**src/rtl/fir_decimator.sv**
```systemverilog
// Serial-MAC FIR low-pass filter with integer decimation and runtime-writable taps.
// One shared multiplier evaluates one tap per cycle; a result appears NUM_TAPS+2 cycles after its trigger sample.
module fir_decimator #(
    parameter int DATA_W   = 8,
    parameter int COEF_W   = 16,
    parameter int NUM_TAPS = 32,
    parameter int DECIM    = 1,
    parameter int SHIFT    = 14
) (
    input  logic                                          clk_in,
    input  logic                                          rst_in,
    input  logic signed [DATA_W-1:0]                      sample_in,
    input  logic                                          sample_valid_in,
    output logic                                          ready_out,
    input  logic                                          coef_we_in,
    input  logic [((NUM_TAPS > 1) ? $clog2(NUM_TAPS) : 1)-1:0] coef_addr_in,
    input  logic signed [COEF_W-1:0]                      coef_data_in,
    output logic signed [DATA_W-1:0]                      filtered_out,
    output logic                                          data_ready_out,
    output logic                                          overrun_out
);

    localparam int AW    = (NUM_TAPS > 1) ? $clog2(NUM_TAPS) : 1;
    localparam int DW    = (DECIM > 1) ? $clog2(DECIM) : 1;
    localparam int PW    = DATA_W + COEF_W;
    localparam int ACC_W = DATA_W + COEF_W + $clog2(NUM_TAPS);

    localparam logic [AW-1:0] LAST_IDX   = AW'(NUM_TAPS - 1);
    localparam logic [DW-1:0] LAST_DECIM = DW'(DECIM - 1);

    localparam logic signed [ACC_W:0] ROUND_BIAS = (ACC_W + 1)'(2 ** (SHIFT - 1));
    localparam logic signed [ACC_W:0] SAT_MAX    = (ACC_W + 1)'(2 ** (DATA_W - 1) - 1);
    localparam logic signed [ACC_W:0] SAT_MIN    = (ACC_W + 1)'(-(2 ** (DATA_W - 1)));

    typedef enum logic [1:0] {
        IDLE,
        MAC,
        DONE
    } state_t;

    state_t r_state;
    state_t w_nextState;

    logic signed [DATA_W-1:0] r_hist [NUM_TAPS];
    logic signed [COEF_W-1:0] r_coef [NUM_TAPS];
    logic [AW-1:0]            r_wrPtr;
    logic [AW-1:0]            r_rdPtr;
    logic [AW-1:0]            r_tap;
    logic [DW-1:0]            r_decimCnt;
    logic signed [ACC_W-1:0]  r_acc;
    logic signed [DATA_W-1:0] r_filtered;
    logic                     r_dataReady;
    logic                     r_overrun;

    logic                     w_accept;
    logic                     w_trigger;
    logic signed [PW-1:0]     w_histX;
    logic signed [PW-1:0]     w_coefX;
    logic signed [PW-1:0]     w_product;
    logic signed [ACC_W:0]    w_rounded;
    logic signed [ACC_W:0]    w_shifted;
    logic signed [DATA_W-1:0] w_saturated;

    assign w_accept  = sample_valid_in && (r_state == IDLE);
    assign w_trigger = w_accept && (r_decimCnt == LAST_DECIM);

    // Both operands are sign-extended to the full product width, so truncating the product is exact.
    assign w_histX   = PW'(r_hist[r_rdPtr]);
    assign w_coefX   = PW'(r_coef[r_tap]);
    assign w_product = w_histX * w_coefX;

    assign w_rounded = (ACC_W + 1)'(r_acc) + ROUND_BIAS;
    assign w_shifted = w_rounded >>> SHIFT;

    always_comb begin
        w_saturated = w_shifted[DATA_W-1:0];
        if (w_shifted > SAT_MAX) begin
            w_saturated = {1'b0, {(DATA_W - 1){1'b1}}};
        end else if (w_shifted < SAT_MIN) begin
            w_saturated = {1'b1, {(DATA_W - 1){1'b0}}};
        end
    end

    always_ff @(posedge clk_in or negedge rst_in) begin
        if (!rst_in) begin
            r_state <= IDLE;
        end else begin
            r_state <= w_nextState;
        end
    end

    always_comb begin
        w_nextState = r_state;
        case (r_state)
            IDLE:    if (w_trigger) w_nextState = MAC;
            MAC:     if (r_tap == LAST_IDX) w_nextState = DONE;
            DONE:    w_nextState = IDLE;
            default: w_nextState = IDLE;
        endcase
    end

    always_ff @(posedge clk_in or negedge rst_in) begin
        if (!rst_in) begin
            for (int i = 0; i < NUM_TAPS; i++) begin
                r_hist[i] <= '0;
                r_coef[i] <= (i == 0) ? COEF_W'(2 ** SHIFT) : '0;
            end
            r_wrPtr     <= '0;
            r_rdPtr     <= '0;
            r_tap       <= '0;
            r_decimCnt  <= '0;
            r_acc       <= '0;
            r_filtered  <= '0;
            r_dataReady <= 1'b0;
            r_overrun   <= 1'b0;
        end else begin
            r_dataReady <= 1'b0;
            r_overrun   <= sample_valid_in && (r_state != IDLE);

            // Tap updates are only honoured while idle so a running MAC sees a stable coefficient set.
            if (coef_we_in && (r_state == IDLE) && (coef_addr_in <= LAST_IDX)) begin
                r_coef[coef_addr_in] <= coef_data_in;
            end

            case (r_state)
                IDLE: begin
                    if (w_accept) begin
                        r_hist[r_wrPtr] <= sample_in;
                        r_wrPtr         <= (r_wrPtr == LAST_IDX) ? '0 : r_wrPtr + AW'(1);
                        if (w_trigger) begin
                            r_decimCnt <= '0;
                            r_acc      <= '0;
                            r_tap      <= '0;
                            r_rdPtr    <= r_wrPtr;
                        end else begin
                            r_decimCnt <= r_decimCnt + DW'(1);
                        end
                    end
                end
                MAC: begin
                    r_acc   <= r_acc + ACC_W'(w_product);
                    r_tap   <= r_tap + AW'(1);
                    r_rdPtr <= (r_rdPtr == '0) ? LAST_IDX : r_rdPtr - AW'(1);
                end
                DONE: begin
                    r_filtered  <= w_saturated;
                    r_dataReady <= 1'b1;
                end
                default: begin
                end
            endcase
        end
    end

    assign ready_out      = (r_state == IDLE);
    assign filtered_out   = r_filtered;
    assign data_ready_out = r_dataReady;
    assign overrun_out    = r_overrun;

endmodule
```
**config.mk**
```make
export PLATFORM = sky130hd
export DESIGN_NAME = fir_decimator
export DESIGN_NICKNAME = d
export VERILOG_FILES = /design/src/rtl/fir_decimator.sv
export SDC_FILE = /design/constraint.sdc
export NUM_CORES = 2
export LEC_CHECK = 0
export CORE_ASPECT_RATIO = 0.8
export CORE_MARGIN = 5
export CORE_UTILIZATION = 45
export CTS_CLUSTER_DIAMETER = 40
export CTS_CLUSTER_SIZE = 14
export DETAILED_ROUTE_END_ITERATION = 6
export GPL_TIMING_DRIVEN = 0
export SYNTH_ARGS = -nofsm -noshare
export SYNTH_HDL_FRONTEND = slang
export SYNTH_SLANG_ARGS = --single-unit
export TNS_END_PERCENT = 10
```
**constraint.sdc**
```tcl
create_clock -name clk_in -period 9.35 [get_ports clk_in]
set_input_delay 2.3375 -clock clk_in [delete_from_list [all_inputs] [get_ports clk_in]]
set_output_delay 2.3375 -clock clk_in [all_outputs]
set_load 0.03 [all_outputs]
```
==> flow_metrics.py <==
metrics = {
    "floorplan": {
        "coreArea_sq_um": 96500,
        "floorplan.die.width_um": 358,
        "num_rows": 102,
        "io_pins": 44,
        "die_height_um": 288,
        "start_util_pct": 45.2,
        "fp.dieArea_sq_um": 103000,
    },
    "critical_path": {
        "rr_worst_depth": 20,
        "worstSetupEndpointType": "register",
        "worstSetupPathType": "reg -> reg",
        "rr_startpoint": "r_rdPtr[1]$_DFFE_PN0P_",
        "cp_num_cells": 20,
        "cp_max_fo": 10,
        "r2r-end": "r_acc[22]$_DFFE_PN0P_",
        "cp_top_family": "adder cells",
        "start_kind": "register",
        "crit_buf_inv": 3,
        "max_stage_delay_ns": 0.73,
        "cp_data_arrival_time_ns": 9.08,
        "slowest_stage": "clkbuf_1",
        "crit_chain": "buf_1, clkbuf_1, mux4_2, mux4_2, mux2i_4, buf_4, nor2_1, fa_1, fa_1, fa_1, fa_1, ha_1, ha_1, a2111oi_0, o21ai_0, nand4_1, nand2_1, a21oi_1, o21ai_0, a221o_1",
        "cp-endpoint": "r_acc[22]$_DFFE_PN0P_",
        "r2r_setup_slack_ns": 0.80,
        "critPathMostFrequentCell": "fa_1",
        "critPathRequiredTime_ns": 9.89,
        "startpoint": "r_rdPtr[1]$_DFFE_PN0P_",
    },
    "placed_design": {
        "place.detailed.hpwl_mm": 83.3,
        "io_buffers": 42,
        "gp_congestion": 0.852,
    },
    "timing": {
        "skew_ns": 0.0606,
        "hold_viol_final": 0,
        "fmax_mhz": 117,
        "finalSetupViolations": 0,
        "finalCritPeriodShare_pct": 91.4,
        "setup_tns_ns": 0,
        "relSlewSlack_pct": 1.75,
        "final_max_slew_viol_count": 0,
        "rsz0062_at_grt": "false",
        "worstMarginPinSlew_ns": 1.47,
        "fin_crit_ns": 8.55,
    },
    "power_and_ir_drop": {
        "leakage_nw": 23.8,
        "powerDensity_nw_per_um2": 259,
        "irDropWorstVdd_mv": 0.220,
        "report.power.total_mw": 13.0,
    },
    "detailed_routing": {
        "top_layer": "met4",
        "first_pass_iters": 5,
        "drc": 0,
        "wl_per_cell_um": 26.5,
        "postRouteAntennaNets": 0,
        "wirelength_mm": 121,
        "vias": 26600,
        "drt-vias-per-instance": 5.84,
        "drt-initial-drc-count": 2166,
        "m1WireLength_mm": 55.2,
        "wl_met3_mm": 7.51,
        "wl_met2_mm": 54.5,
    },
    "clock_tree": {
        "clk_pin_slew_ns": 0.05,
        "clk_path_buf_depth": 3,
        "cts-root-buf": "clkbuf_16",
        "cts-resized-gates": 0,
        "post_cts_buffers": 0,
        "clock-sinks": 825,
        "cts_tree": "yes",
        "cts_made_buffers": 116,
        "ctsHoldBuffers": 0,
        "cts.htree.levels": 3,
        "clkLatencyLatePin_ns": 0.71,
    },
    "logic_synthesis": {
        "syn_area_sq_um": 43600,
        "synthXorXnorAreaFrac_pct": 0.583,
        "synth_compound_area_share_pct": 2.35,
        "synth.distinct_cells": 74,
        "synth_warnings": 0,
        "synth_edf_count": 0,
        "yosysSeqAreaShare_pct": 47.4,
        "synth.top_cell.area_share_pct": 47.3,
        "synth_area_leader_cell": "dfrtp_1",
        "synthMuxAreaShare_pct": 33.3,
        "syn_area_per_cell_sq_um": 14.6,
        "synthArstFlopShare_pct": 100,
        "synthTopCellsByArea": "dfrtp_1, mux2_2, mux4_2, fa_1, ha_1",
        "synth_fp_nets": 3239,
        "synth_cells": 2985,
        "yosys.area_share.simple_pct": 4.10,
        "synthAdderAreaFrac_pct": 8.92,
        "yosys_register_bits": 825,
        "synth_top_family_by_area": "multiplexers",
        "synth-main-ff-cell": "dfrtp_1",
    },
    "cells_and_area": {
        "final_nets": 3406,
        "nFillCells": 7945,
        "drive_gt1_share_pct": 41.0,
        "area_delta_synth_final_pct": 15.2,
    },
    "global_route": {
        "antenna_found_initial": 2,
        "grt_pass1_vias": 28900,
        "grt_max_degree": 130,
        "grt.total_usage_pct": 23.9,
        "overflow": 0,
        "grt_pass1_wl_mm": 185,
    },
    "job": {
        "maxCapViolCount": 0,
    },
    "min_path": {
        "whs_path_depth": 2,
        "hold_path.class": "reg -> reg",
    },
    "run_status": {
        "status": "complete, no violations",
    },
}
-- stage by stage --
stage / std cells / hold WS [ns] / area [sq um] / util [%] / setup slack (ns)
5_1_grt: 4553 / 0.507 / 50200 / 52.0 / 0.230
2_1_floorplan: 2985 / 0.474 / 43600 / - / 2.58
3_3_place_gp: 4327 / 0.469 / 45600 / 47.3 / -29.06
3_5_place_dp: 4334 / 0.473 / 45800 / 47.5 / 0.709
6_report: 4554 / 0.477 / 50200 / 52.0 / 0.804
4_1_cts: 4553 / 0.484 / 50200 / 52.0 / 0.614
-- Yosys cell counts, drive strengths merged (4+ instances only) --
library cell    n
a22oi           4
or2            11
a21o            5
o22ai          10
mux4          240
o21ai          41
a311oi          5
o22a            9
ha             73
and2            5
nand3          18
and3            8
nor2b          20
nand2b         29
nor2          116
nand3b          5
a211oi          8
mux2          779
or3            10
inv           154
o21bai          4
buf            70
fa            148
a21oi          27
nor4            6
a221o           4
xnor2          13
nor3           13
mux2i          17
nand4           6
clkbuf        132
nor3b           5
xor2           16
dfrtp         824
nand2         105
-- worst min-delay path by stage --
stage	from	end	slack (ns)
after floorplan	r_hist[104]$_DFFE_PN0P_	r_hist[104]$_DFFE_PN0P_	0.47
final	filtered_out[0]$_DFFE_PN0P_	filtered_out[0]$_DFFE_PN0P_	0.48
after detailed placement	filtered_out[0]$_DFFE_PN0P_	filtered_out[0]$_DFFE_PN0P_	0.47
after global placement	filtered_out[0]$_DFFE_PN0P_	filtered_out[0]$_DFFE_PN0P_	0.47
after global routing	r_coef[457]$_DFFE_PN0P_	r_coef[457]$_DFFE_PN0P_	0.51
after CTS	filtered_out[0]$_DFFE_PN0P_	filtered_out[0]$_DFFE_PN0P_	0.48
-- per-layer routing --
| metal | global-route usage (%) | up-vias |
|---|---|---|
| met5 | 0 | - |
| met4 | 6.34 | 0 |
| met3 | 4.39 | 194 |
| met2 | 36.5 | 794 |
| met1 | 35.5 | 14500 |
| li1 | - | 11200 |
-- cell families (layout without fill, tap and decap cells) --
| family | count (synthesis) | in the layout |
|---|---|---|
| AOI/OAI and AO/OA | 152 | 152 |
| xor gates and xnor gates | 29 | 29 |
| adders and majority gates | 222 | 222 |
| buffers and inverters | 357 | 625 |
| DFF | 825 | 825 |
| muxes | 1036 | 1036 |
| other | 0 | 1 |
| and+or+nand+nor | 364 | 364 |
-- placed cells by master, fill, tap and decap left out, types with 24 or more instances in the layout --
cell             instances
ha_1                    73
clkbuf_1               141
dfrtp_1                824
a21oi_1                 27
clkdlybuf4s50_1         41
nand2b_1                29
fa_1                   148
o21ai_0                 40
nor2_1                 111
clkbuf_16              116
inv_1                  147
bufinv_16               24
nand2_1                105
mux2_2                 779
buf_2                   30
mux4_2                 240
-- cell type report --
type | instances | area (sq um) | area share (%)
Multi-Input combinational cell | 1803 | 21500 | 42.7
Sequential cell | 825 | 20600 | 41.1
Clock buffer | 142 | 3160 | 6.30
Tap cell | 1300 | 1630 | 3.24
Clock inverter | 77 | 1210 | 2.42
Buffer | 202 | 915 | 1.82
Timing Repair Buffer | 49 | 606 | 1.21
Inverter | 155 | 582 | 1.16
Antenna cell | 1 | 2.50 | 0.00498
-- sequential cells by signal, indices dropped and copies added (netlist names), 2 cells and up --
| signal | count |
|---|---|
| r_hist | 256 |
| r_state | 2 |
| r_wrPtr | 5 |
| r_tap | 5 |
| r_coef | 512 |
| filtered_out | 8 |
| r_acc | 29 |
| r_rdPtr | 5 |
-- power breakdown --
group | leakage (nW) | total [mW] | switching, mW | internal [mW]
Sequential | 11.3 | 4.36 | 0.301 | 4.06
Combinational | 10.4 | 3.81 | 2.16 | 1.65
Clock | 2.08 | 4.85 | 1.75 | 3.10
Total | 23.8 | 13.0 | 4.22 | 8.80
-- tightest hold or removal path: cells and delay by family, from the launching register on --
| kind | cells | cell delay [ns] |
|---|---|---|
| flip-flops | 1 | 0.35 |
| AND/OR/NAND/NOR | 2 | 0.10 |
Note: power is estimated with default switching activity, not from simulation.
